### src/rtl/fma_rr_scheduler.sv
// Round-robin front end that shares one fixed-latency pipelined FMA among NREQ requesters.
// An issue-tag shift register follows each operation so the result returns to its owner.
module fma_rr_scheduler #(
  parameter int NREQ = 2,
  parameter int LAT  = 4
) (
  input  logic                 clk,
  input  logic                 rst,
  input  logic [NREQ-1:0]      req_valid,
  output logic [NREQ-1:0]      req_ready,
  input  logic [32*NREQ-1:0]   req_a,
  input  logic [32*NREQ-1:0]   req_b,
  input  logic [32*NREQ-1:0]   req_c,
  output logic [31:0]          fma_a,
  output logic [31:0]          fma_b,
  output logic [31:0]          fma_c,
  input  logic [31:0]          fma_result,
  output logic [NREQ-1:0]      rsp_valid,
  output logic [31:0]          rsp_result,
  output logic                 busy,
  output logic [15:0]          issue_cnt
);

  localparam int IDW = (NREQ > 1) ? $clog2(NREQ) : 1;

  logic [IDW-1:0]          last_q, last_d;
  logic [31:0]             fma_a_q, fma_a_d, fma_b_q, fma_b_d, fma_c_q, fma_c_d;
  logic [LAT:0]            tag_vld_q, tag_vld_d;
  logic [LAT:0][IDW-1:0]   tag_id_q, tag_id_d;
  logic [NREQ-1:0]         rsp_valid_q, rsp_valid_d;
  logic [31:0]             rsp_result_q, rsp_result_d;
  logic [15:0]             issue_cnt_q, issue_cnt_d;

  logic [NREQ-1:0]         ready_s;
  logic [IDW-1:0]          gnt_id_s;
  logic                    found_s;
  logic                    hs_s;

  // Round-robin search starting just after the last granted requester.
  always_comb begin
    logic [IDW:0] idx_v;
    found_s  = 1'b0;
    gnt_id_s = last_q;
    ready_s  = '0;
    for (int k = 1; k <= NREQ; k++) begin
      idx_v = {1'b0, last_q} + (IDW+1)'(k);
      if (idx_v >= (IDW+1)'(NREQ)) begin
        idx_v = idx_v - (IDW+1)'(NREQ);
      end else begin
        idx_v = idx_v;
      end
      if (!found_s && req_valid[idx_v[IDW-1:0]]) begin
        found_s  = 1'b1;
        gnt_id_s = idx_v[IDW-1:0];
      end else begin
        found_s  = found_s;
      end
    end
    // Grants are suppressed during reset so nothing looks accepted while state is cleared.
    if (found_s && !rst) begin
      ready_s[gnt_id_s] = 1'b1;
    end else begin
      ready_s = '0;
    end
  end

  assign hs_s = |ready_s;

  // Next-state for operands, issue tags, response and counters.
  always_comb begin
    last_d       = last_q;
    fma_a_d      = fma_a_q;
    fma_b_d      = fma_b_q;
    fma_c_d      = fma_c_q;
    issue_cnt_d  = issue_cnt_q;
    rsp_valid_d  = '0;
    rsp_result_d = rsp_result_q;
    tag_vld_d    = {tag_vld_q[LAT-1:0], hs_s};
    tag_id_d[0]  = gnt_id_s;
    for (int k = 1; k <= LAT; k++) begin
      tag_id_d[k] = tag_id_q[k-1];
    end
    if (hs_s) begin
      last_d      = gnt_id_s;
      fma_a_d     = req_a[{gnt_id_s, 5'd0} +: 32];
      fma_b_d     = req_b[{gnt_id_s, 5'd0} +: 32];
      fma_c_d     = req_c[{gnt_id_s, 5'd0} +: 32];
      issue_cnt_d = issue_cnt_q + 16'd1;
    end else begin
      last_d      = last_q;
    end
    // The final tag stage lines up with the FMA output for that operation.
    if (tag_vld_q[LAT]) begin
      rsp_valid_d[tag_id_q[LAT]] = 1'b1;
      rsp_result_d               = fma_result;
    end else begin
      rsp_result_d               = rsp_result_q;
    end
  end

  // State registers with asynchronous reset; in-flight tags are dropped on reset.
  always_ff @(posedge clk or posedge rst) begin
    if (rst) begin
      last_q       <= IDW'(NREQ-1);
      fma_a_q      <= 32'd0;
      fma_b_q      <= 32'd0;
      fma_c_q      <= 32'd0;
      tag_vld_q    <= '0;
      tag_id_q     <= '0;
      rsp_valid_q  <= '0;
      rsp_result_q <= 32'd0;
      issue_cnt_q  <= 16'd0;
    end else begin
      last_q       <= last_d;
      fma_a_q      <= fma_a_d;
      fma_b_q      <= fma_b_d;
      fma_c_q      <= fma_c_d;
      tag_vld_q    <= tag_vld_d;
      tag_id_q     <= tag_id_d;
      rsp_valid_q  <= rsp_valid_d;
      rsp_result_q <= rsp_result_d;
      issue_cnt_q  <= issue_cnt_d;
    end
  end

  assign req_ready  = ready_s;
  assign fma_a      = fma_a_q;
  assign fma_b      = fma_b_q;
  assign fma_c      = fma_c_q;
  assign rsp_valid  = rsp_valid_q;
  assign rsp_result = rsp_result_q;
  assign issue_cnt  = issue_cnt_q;
  assign busy       = (|tag_vld_q) | (|rsp_valid_q);

endmodule
### config.mk
export PLATFORM = sky130hd
export DESIGN_NAME = fma_rr_scheduler
export DESIGN_NICKNAME = d
export VERILOG_FILES = /design/src/rtl/fma_rr_scheduler.sv
export SDC_FILE = /design/constraint.sdc
export NUM_CORES = 1
export LEC_CHECK = 0
export CORE_AREA = 2 2 147 149
export CTS_CLUSTER_DIAMETER = 100
export CTS_CLUSTER_SIZE = 40
export DETAILED_ROUTE_END_ITERATION = 7
export DIE_AREA = 0 0 149 151
export GPL_TIMING_DRIVEN = 0
export PLACE_DENSITY = 0.69
export SLEW_MARGIN = 25
export SYNTH_ARGS = -nofsm -noshare
export SYNTH_HDL_FRONTEND = slang
export SYNTH_SLANG_ARGS = --single-unit
### constraint.sdc
create_clock -name clk -period 7.1 [get_ports clk]
set_input_delay 1.42 -clock clk [delete_from_list [all_inputs] [get_ports clk]]
set_output_delay 1.42 -clock clk [all_outputs]
set_load 0.02 [all_outputs]
After elaboration in Yosys (flattened, before gate mapping)
Cells that the tools add are included.
Widths: inputs -> output; s select.
{"block": "op_classes", "magnitude_cmp": 8, "muxes": 16, "add_sub_neg": 5, "reduce_logical": 9, "bitwise": 1, "shift": 3}
{"op": "$shiftx 64x7->32", "n": 3}
{"op": "$add 16x1->16 const B", "n": 1}
{"op": "$mux 1", "n": 12}
{"op": "$lt 1x2->1 const B", "n": 4}
{"op": "$reduce_or 5->1", "n": 1}
{"op": "$ge 2x2->1 const B", "n": 2}
{"op": "$logic_and 1x1->1", "n": 4}
{"op": "$mux 2", "n": 2}
{"op": "$reduce_or 2->1", "n": 2}
{"op": "$add 1x1->2 const B", "n": 1}
{"op": "$add 1x2->2 const B", "n": 1}
{"op": "$demux 1 s1", "n": 2}
{"op": "$ge 1x1->1 const B", "n": 2}
{"op": "$logic_not 1->1", "n": 2}
{"op": "$sub 1x1->1 const B", "n": 2}
{"op": "$or 1x1->1", "n": 1}
{"block": "totals", "reg_bits": 157, "elab_cells": 55}

Logic depth before layout (Yosys ltp)
Gate-level depths: netlist of the first run.
{"block": "logic_depth", "word_depth": 15, "depth_mapped": 7, "mapped_depth_nobuf": 5}

Worst setup path after synthesis of the first run
No wires, ideal clock.
{"block": "synth_path", "path_type": "input to output", "startpoint": "input rst", "endpoint": "output req_ready[1]", "arrival_ns": 5.324, "cell_stages": 2, "setup_slack_ns": 0.356, "required_time_ns": 5.680, "cell_sequence": "inv_1 > and3_1"}
{"block": "synth_between", "elab_chain_cells": 3}
{"element": "start: declaration", "line_no": "8", "rtl": "input logic rst,"}
{"element": "$logic_not 1->1 (no line)"}
{"element": "$logic_and 1x1->1", "line_no": "60", "rtl": "if (found_s && !rst) begin"}
{"element": "$mux 2", "line_no": "60"}
{"element": "end: declaration", "line_no": "10", "rtl": "output logic [NREQ-1:0] req_ready,"}
No other way between the ends.

Worst setup path after layout of the first run
Same ends and word-level chain as after synthesis.

==> results of run 1 <==
## routing by layer
layer | global-route usage (%) | wire length [um] | up-vias
met5 | 0 | 0 | -
met4 | 5.10 | 260 | 0
met3 | 6.45 | 1920 | 17
met2 | 35.3 | 11100 | 246
met1 | 21.6 | 8430 | 2672
li1 | - | - | 2771
## final cells by class
type | instances | share of cell area, %
clock buffers | 17 | 3.71
inverters | 4 | 0.196
well taps | 275 | 3.00
plain buffers | 38 | 2.21
clock inverters | 15 | 1.48
flip-flops and latches | 157 | 34.3
multi-input cells | 374 | 22.1
repair buffers | 377 | 33.1
## logic make-up after synthesis
group,count (synthesis)
DFF,157
and+or+nand+nor,131
xor gates and xnor gates,15
muxes,128
AOI/OAI and AO/OA,99
buffers and inverters,42
adders and majority gates,1
## critical path, stage by stage
cell	delay (ps)
sky130_fd_sc_hd__clkdlybuf4s50_1	530
sky130_fd_sc_hd__inv_8	460
sky130_fd_sc_hd__and3_1	280
sky130_fd_sc_hd__clkdlybuf4s50_1	650
## layout by cell type, fill, tap and decap left out, types with 2 or more instances in the layout
cell	count
sky130_fd_sc_hd__nand4_1	3
sky130_fd_sc_hd__buf_12	3
sky130_fd_sc_hd__nor2b_1	2
sky130_fd_sc_hd__o21ai_1	29
sky130_fd_sc_hd__buf_4	6
sky130_fd_sc_hd__and3_1	6
sky130_fd_sc_hd__buf_2	5
sky130_fd_sc_hd__and4_1	2
sky130_fd_sc_hd__clkbuf_16	17
sky130_fd_sc_hd__clkinv_4	4
sky130_fd_sc_hd__mux2i_1	96
sky130_fd_sc_hd__xor2_1	2
sky130_fd_sc_hd__nand2_1	106
sky130_fd_sc_hd__clkdlybuf4s50_1	376
sky130_fd_sc_hd__dfrtp_1	156
sky130_fd_sc_hd__o21ai_0	67
sky130_fd_sc_hd__clkbuf_1	19
sky130_fd_sc_hd__inv_1	2
sky130_fd_sc_hd__buf_6	3
sky130_fd_sc_hd__mux2_2	32
sky130_fd_sc_hd__nor3_1	2
sky130_fd_sc_hd__nand3_1	6
sky130_fd_sc_hd__xnor2_1	13
sky130_fd_sc_hd__inv_8	8
sky130_fd_sc_hd__clkinv_8	3
## cell usage after synthesis
cell                       number
sky130_fd_sc_hd__ha_1           1
sky130_fd_sc_hd__buf_4          6
sky130_fd_sc_hd__o21ai_0       67
sky130_fd_sc_hd__nand3_1        6
sky130_fd_sc_hd__nor4_1         1
sky130_fd_sc_hd__buf_8          1
sky130_fd_sc_hd__nor3_2         1
sky130_fd_sc_hd__nand4_1        3
sky130_fd_sc_hd__a21o_1         1
sky130_fd_sc_hd__inv_2          1
sky130_fd_sc_hd__nor2_1         1
sky130_fd_sc_hd__and2_1         1
sky130_fd_sc_hd__a21oi_2        1
sky130_fd_sc_hd__buf_12         3
sky130_fd_sc_hd__buf_2          5
sky130_fd_sc_hd__nor2b_1        2
sky130_fd_sc_hd__o21bai_4       1
sky130_fd_sc_hd__dfstp_2        1
sky130_fd_sc_hd__nor3_1         2
sky130_fd_sc_hd__nand2_1      106
sky130_fd_sc_hd__mux2i_1       96
sky130_fd_sc_hd__and4_1         2
sky130_fd_sc_hd__dfrtp_1      156
sky130_fd_sc_hd__mux2_2        32
sky130_fd_sc_hd__xnor2_1       13
sky130_fd_sc_hd__o21ai_1       29
sky130_fd_sc_hd__inv_1          3
sky130_fd_sc_hd__xor2_1         2
sky130_fd_sc_hd__and3_1         6
sky130_fd_sc_hd__buf_6          3
sky130_fd_sc_hd__clkbuf_1      19
sky130_fd_sc_hd__buf_1          1
## per-stage QoR
step                setup slack [ps]  hold WS, ps  power (mW)  utilization [%]  instance area [um^2]
global placement               -2160          335        2.03             52.0                 10800
CTS                             2250          352        2.96             55.1                 11500
floorplan                        356          331        1.55                -                  6730
detailed placement              2250          336        2.05             52.2                 10900
finish                          2320          350        2.91             55.1                 11500
global route                    2180          357        3.07             55.1                 11500
## state kept, by name (all words and copies together), names as in the netlist
name,flops
tag_id_q,1
tag_id_d,4
last_q,1
fma_b,32
fma_c,32
rsp_valid,2
rsp_result,32
tag_vld_q,5
issue_cnt,16
fma_a,32
## power by group through the flow
stage,Sequential (mW),Clock [mW],Combinational [mW]
after CTS,1.12,0.924,0.916
final,1.11,0.898,0.899
after global routing,1.13,0.969,0.965
after floorplan,1.29,0,0.258
after detailed placement,1.13,0,0.915
after global placement,1.13,0,0.905
## final timing paths
check | startpoint | endpoint | slack [ps] | cells after the start
min in group asynchronous | rst | fma_c[31] | 1540 | 2
max in group asynchronous | rst | tag_id_d[4] | 4780 | 3
setup / recovery | rst | req_ready[1] | 2320 | 4
hold reg to reg | tag_id_d[1] | tag_id_d[2] | 350 | 0
hold / removal | tag_id_d[1] | tag_id_d[2] | 350 | 0
setup reg to reg | last_q | fma_b[0] | 5320 | 6
==> flow_summary.ini, run 1 <==
[route]
antenna_violating_nets_post_route = 0
route.detailed.wl_per_inst_um = 17.3
drcViolationCount = 0
routed-via-count = 5706
dr.pass1.iters = 5
drt_iter0_markers = 173
finalWirelength_um = 21700
viasPerCell = 4.54

[synth]
yosys.cell_types.count = 32
synth.yosys.seq_area_share_pct = 58.4
largest_family_of_logic_cells_by_synthesized_area = multiplexers
synth_compound_area_share_pct = 7.66
post_synth_and_or_nand_nor_area_fraction_pct = 8.18
yosys_top_cell_by_area = sky130_fd_sc_hd__dfrtp_1
yosys-mux-area-fraction_pct = 19.6
arithmetic_cell_share_of_the_synthesized_area_counting_full_adders_half_adders_and_majority_gates_pct = 0.186
avg_cell_area_syn_um2 = 11.7
synth.net_count = 802
post-synth-top-area-fraction_pct = 58.0
synth_area_mm2 = 0.00673
synthCells = 573
ys_seq_elements = 157
synthXorXnorAreaFrac_pct = 1.95
ys_warn_count = 0
ys_top_cells_by_area = sky130_fd_sc_hd__dfrtp_1, sky130_fd_sc_hd__mux2i_1, sky130_fd_sc_hd__nand2_1

[power]
power_switching_mw = 0.937
leakagePower_nw = 5.04
netSwitchingFraction_pct = 32.2
power_frac_comb_pct = 30.9
power_per_cell_area_mw_per_mm2 = 254
seq_power_share_pct = 38.3
power.internal_mw = 1.97
clock_power_share_pct = 30.8
irDropWorstVdd_v = 0.000143

[clock_tree]
clk_path_buf_depth = 2
clock-root-buffer = sky130_fd_sc_hd__clkbuf_16
tritoncts.num_buffers = 17
post_cts_resize_count = 0
clock_latency_ps = 420
number_of_h_tree_levels = 4
cts.reportedPaths.clkPinSlew_ps = 70
cts_tree = done
clock_sinks = 157
cts_hold_bufs = 0
setup_repair_bufs_after_cts = 0

[finish]
multi_input_combinational_cell_area_mm2 = 0.00253
n_antenna_cell = 0
final_net_count = 1198
instances_no_fill = 1257
final-seq-area_mm2 = 0.00393
final_layout_size_suffix_gt1_share_pct = 9.06
fillers = 1856
area_delta_synth_final_pct = 70.4

[grt]
globalRouteTotalUtil_pct = 19.3
globalRoute.totalOverflow = 0
grt_pass1_wl_um = 32900
first_global_vias = 5815
grt_max_degree = 84
initial_antenna_violation_count = 0

[die]
core_mm2 = 0.0208
floorplan.die_area_mm2 = 0.0225
dieWidth_um = 149
std_cell_rows = 53
die_height_um = 151
ios = 377
effective_utilization_at_floorplan_pct = 32.3

[critical_path]
data_arrival_time_of_the_critical_path_ps = 3360
crit_path_start_kind = input port
timing.critical_path.to_type = output port
path_max_fanout = 83
cp_data_required_time_ps = 5680
timing_worst_setup_path_type = in2out

[placed_design]
port-buffer-count = 376
dp_hpwl_um = 17000
numPlacedInstances = 1225
routabilityCongestion = 0.760

[min_path]
hold_class = reg2reg

[job]
maxCapViolCount = 0

[timing]
drv_slew = 0
worst_slew_pin_slew_ps = 701
rsz0062_at_grt = no
clock-skew-final_ps = 12.4
fin_setup_tns_ps = 0
finish_stage_setup_viols = 0
timing.slew.headroom_pct = 53.3
achievable-frequency_mhz = 209
report.final.hold_viol_count = 0
period_needed_ps = 4780
layout_worst_path_cycle_share_pct = 67.3

[run_status]
run_status = finished clean
No activity file was read; power rests on OpenSTA's default activity.
==> inputs of run 2 (changes only) <==
Clock period 7.1 ns to 4.9 ns, I/O delays scaled along.
==> run 2 against run 1 <==
Non-clock buffer count up 4. Global-route usage down 0.29 points. Die area unchanged. Critical path depth unchanged. Largest cell class unchanged. Sequential cell count unchanged. First-iteration DRC count down 1.7%. Sequential share of layout area down 0.28 points. Critical endpoint unchanged.
==> flow_summary.ini, run 2 (synthesized netlist as in run 1, its figures left out) <==
[finish]
postLayoutCellArea_mm2 = 0.0116
final_layout_size_suffix_gt1_share_pct = 9.53
final_net_count = 1202
area_delta_synth_final_pct = 71.8
mostFrequentLayoutCells = sky130_fd_sc_hd__clkdlybuf4s50_1, sky130_fd_sc_hd__dfrtp_1, sky130_fd_sc_hd__nand2_1
most_common_cell_after_layout_fill_and_taps_aside = sky130_fd_sc_hd__clkdlybuf4s50_1
instances_no_fill = 1261
n_antenna_cell = 0
layout.core_utilization_pct = 55.5

[clock_tree]
clk_path_buf_depth = 2
cts_tree = done
post_cts_resize_count = 0
clock_latency_ps = 410
clock_sinks = 157
cts.reportedPaths.clkPinSlew_ps = 60
tritoncts.num_buffers = 17
clock-root-buffer = sky130_fd_sc_hd__clkbuf_16
number_of_h_tree_levels = 4
setup_repair_bufs_after_cts = 0
cts_hold_bufs = 0

[placed_design]
port-buffer-count = 376
dp_hpwl_um = 16700
numPlacedInstances = 1229
detailed_place.area_mm2 = 0.0109
routabilityCongestion = 0.797

[critical_path]
timing.critical_path.to_type = output port
path_max_fanout = 25
data_arrival_time_of_the_critical_path_ps = 3030
crit_path_start_kind = input port
cp_data_required_time_ps = 3920
timing_worst_setup_path_type = in2out

[timing]
achievable-frequency_mhz = 250
fin_setup_tns_ps = 0
rsz0062_at_grt = no
worst_slew_pin_slew_ps = 634
layout_worst_path_cycle_share_pct = 81.8
timing.slew.headroom_pct = 57.8
drv_slew = 0
period_needed_ps = 4010
finish_stage_setup_viols = 0
report.final.hold_viol_count = 0
clock-skew-final_ps = 7.57

[route]
dr.pass1.iters = 4
viasPerCell = 4.58
antenna_violating_nets_post_route = 0
drt_iter0_markers = 170
routed-via-count = 5772
finalWirelength_um = 21300
route.detailed.wl_per_inst_um = 16.9
drcViolationCount = 0

[power]
power_frac_comb_pct = 30.3
netSwitchingFraction_pct = 30.4
leakagePower_nw = 5.08
clock_power_share_pct = 32.2
seq_power_share_pct = 37.5
power_switching_mw = 1.31
power_per_cell_area_mw_per_mm2 = 374
power.internal_mw = 3.01
irDropWorstVdd_v = 0.000213

[die]
die_height_um = 151
ios = 377
effective_utilization_at_floorplan_pct = 32.3
dieWidth_um = 149
floorplan.die_area_mm2 = 0.0225
std_cell_rows = 53
core_mm2 = 0.0208

[grt]
first_global_vias = 5992
grt_max_degree = 33
initial_antenna_violation_count = 0
globalRoute.totalOverflow = 0
globalRouteTotalUtil_pct = 19.0
grt_pass1_wl_um = 32600

[job]
maxCapViolCount = 0

[min_path]
hold_class = reg2reg

[run_status]
run_status = finished clean
==> run 2: per-stage QoR <==
stage	setup WS [ps]	power, mW	hold WS, ps
floorplan	2.23	2.24	331
global placement	-2310	2.95	336
detailed placement	835	2.97	335
CTS	831	4.38	348
global route	689	4.53	350
finish	892	4.32	345
==> run 2: metal layers <==
metal / GRT usage (%) / vias to the layer above / routed length [um]
met5: 0 / - / 0
met4: 7.38 / 0 / 506
met3: 6.36 / 29 / 1930
met2: 32.6 / 250 / 10500
met1: 22.2 / 2716 / 8410
li1: - / 2777 / -
==> run 2: worst paths after layout <==
kind / from / to / slack [ps] / depth (start not counted)
min: tag_id_d[2] / tag_id_d[3] / 350 / 0
min reg2reg: tag_id_d[2] / tag_id_d[3] / 350 / 0
min in group asynchronous: rst / fma_a[1] / 1040 / 2
max in group asynchronous: rst / rsp_result[25] / 3100 / 4
max reg2reg: last_q / fma_b[2] / 3170 / 6
max: rst / req_ready[1] / 890 / 4
==> run 2: area by class of cell <==
class	instances	area, um^2
inverters	4	18.8
clock inverters	14	180
clock buffers	18	439
flip-flops and latches	157	3930
multi-input cells	374	2530
plain buffers	38	254
well taps	275	344
fillers	1835	9260
repair buffers	381	3860
==> run 2: power groups by stage <==
stage,combinational (mW),clock (mW),sequential [mW]
6_report,1.31,1.39,1.62
5_1_grt,1.40,1.48,1.65
4_1_cts,1.33,1.43,1.62
3_5_place_dp,1.33,0,1.64
3_3_place_gp,1.31,0,1.64
2_1_floorplan,0.374,0,1.87
==> run 2: critical path, cell delays in order <==
cell                              delay (ps)
sky130_fd_sc_hd__clkdlybuf4s50_1         550
sky130_fd_sc_hd__clkinvlp_4              520
sky130_fd_sc_hd__and3_2                  400
sky130_fd_sc_hd__clkdlybuf4s50_1         570
==> inputs of run 3 (changes only) <==
Settings changed: CORE_AREA 2 2 147 149 to 2 2 146 148, DIE_AREA 0 0 149 151 to 0 0 148 150, PLACE_DENSITY 0.69 to 0.73.
Clock period 4.9 ns to 3.5 ns, I/O delays scaled along.
==> run 3 against run 2 <==
Register-to-register slack got worse by 1400 ps. Hold slack worse by 4.8 ps. Combinational power increased by 40%. Sequential cell count unchanged. Count of clock-buffer cells in the layout down 1.
==> flow_summary.ini, run 3 (synthesized netlist as in run 1, its figures left out) <==
[placed_design]
port-buffer-count = 376
dp_hpwl_um = 16800
routabilityCongestion = 0.756

[critical_path]
timing.critical_path.to_type = output port
data_arrival_time_of_the_critical_path_ps = 2620
crit_path_start_kind = input port
path_max_fanout = 24
cp_data_required_time_ps = 2800
timing_worst_setup_path_type = in2out

[finish]
area_delta_synth_final_pct = 71.9
final_net_count = 1203
most_common_cell_after_layout_fill_and_taps_aside = sky130_fd_sc_hd__clkdlybuf4s50_1
n_antenna_cell = 0
mostFrequentLayoutCells = sky130_fd_sc_hd__clkdlybuf4s50_1, sky130_fd_sc_hd__dfrtp_1, sky130_fd_sc_hd__nand2_1
final_layout_size_suffix_gt1_share_pct = 9.63

[timing]
clock-skew-final_ps = 13.5
drv_slew = 0
worst_slew_pin_slew_ps = 668
achievable-frequency_mhz = 301
finish_stage_setup_viols = 0
report.final.hold_viol_count = 0
rsz0062_at_grt = no
layout_worst_path_cycle_share_pct = 94.9
period_needed_ps = 3320
timing.slew.headroom_pct = 55.5
fin_hold_ws_ps = 340

[die]
die_height_um = 150
core_mm2 = 0.0207
floorplan.die_area_mm2 = 0.0222
effective_utilization_at_floorplan_pct = 32.5
ios = 377
std_cell_rows = 53
dieWidth_um = 148

[power]
irDropWorstVdd_v = 0.000294
tot_pwr_mw = 5.92
leakagePower_nw = 5.08
power_per_cell_area_mw_per_mm2 = 512

[route]
drt_iter0_markers = 178
antenna_violating_nets_post_route = 0
routed-via-count = 5730
drcViolationCount = 0
finalWirelength_um = 21300
route.detailed.wl_per_inst_um = 16.8
viasPerCell = 4.54
dr.pass1.iters = 4

[clock_tree]
cts.reportedPaths.clkPinSlew_ps = 70
clock-root-buffer = sky130_fd_sc_hd__clkbuf_16
clock_sinks = 157
cts_tree = done
cts_hold_bufs = 0
post_cts_resize_count = 0
clk_path_buf_depth = 2
number_of_h_tree_levels = 4
tritoncts.num_buffers = 17
setup_repair_bufs_after_cts = 0
clock_latency_ps = 420

[grt]
initial_antenna_violation_count = 0
first_global_vias = 5848
globalRoute.totalOverflow = 0
globalRouteTotalUtil_pct = 19.2
grt_pass1_wl_um = 32400
grt_max_degree = 33

[job]
maxCapViolCount = 0

[run_status]
run_status = finished clean

[min_path]
hold_class = reg2reg
-- run 3: cell count changes in the layout (fill, tap and decap cells not counted), moves of 2 or more --
cell,change
sky130_fd_sc_hd__inv_6,-3
sky130_fd_sc_hd__bufinv_16,-3
sky130_fd_sc_hd__buf_16,+2
sky130_fd_sc_hd__clkinv_8,+3
sky130_fd_sc_hd__clkinv_2,-2
sky130_fd_sc_hd__inv_8,+5
-- run 3: metal layers --
metal / up-vias / global-route usage (%) / routed length (um)
met1: 2686 / 23.1 / 8440
met4: 0 / 5.95 / 361
met2: 245 / 33.4 / 10800
li1: 2774 / - / -
met5: - / 0 / 0
met3: 25 / 5.67 / 1690
-- run 3: power by group --
| group | switching, mW | total, mW | internal (mW) |
|---|---|---|---|
| Combinational | 0.867 | 1.83 | 0.963 |
| Clock | 0.860 | 1.82 | 0.961 |
| Sequential | 0.177 | 2.27 | 2.09 |
| Total | 1.90 | 5.92 | 4.02 |
-- run 3: path summary, 6_finish.rpt --
check	endpoint	startpoint	depth (start not counted)	slack, ps
min	tag_id_d[3]	tag_id_d[2]	0	340
max reg2reg	fma_b[5]	last_q	6	1760
min in group asynchronous	fma_b[23]	rst	2	660
max in group asynchronous	rsp_result[25]	rst	5	2040
min reg2reg	tag_id_d[3]	tag_id_d[2]	0	340
max	req_ready[1]	rst	5	180
-- run 3: critical path, cell delays in order --
cell and delay (ps):
sky130_fd_sc_hd__clkdlybuf4s50_1 550, sky130_fd_sc_hd__clkinvlp_4 340, sky130_fd_sc_hd__buf_12 290, sky130_fd_sc_hd__and3_2 190, sky130_fd_sc_hd__clkdlybuf4s50_1 550
-- run 3: layout make-up --
type	count	area [um^2]
fillers	1830	9120
flip-flops and latches	157	3930
repair buffers	382	3900
multi-input cells	374	2530
clock buffers	17	425
well taps	275	344
plain buffers	38	254
clock inverters	15	166
inverters	4	18.8
-- run 3: metrics by stage --
step                cell area [um^2]  setup slack [ps]  setup TNS (ps)  instances  util [%]
global route                   11600              59.8               0       1262      55.9
finish                         11600               179               0       1262      55.9
floorplan                       6740              -838           -1240        573         -
global placement               10800             -3090         -106340       1224      52.4
detailed placement             11000               154               0       1230      53.1
CTS                            11600               143               0       1262      55.9
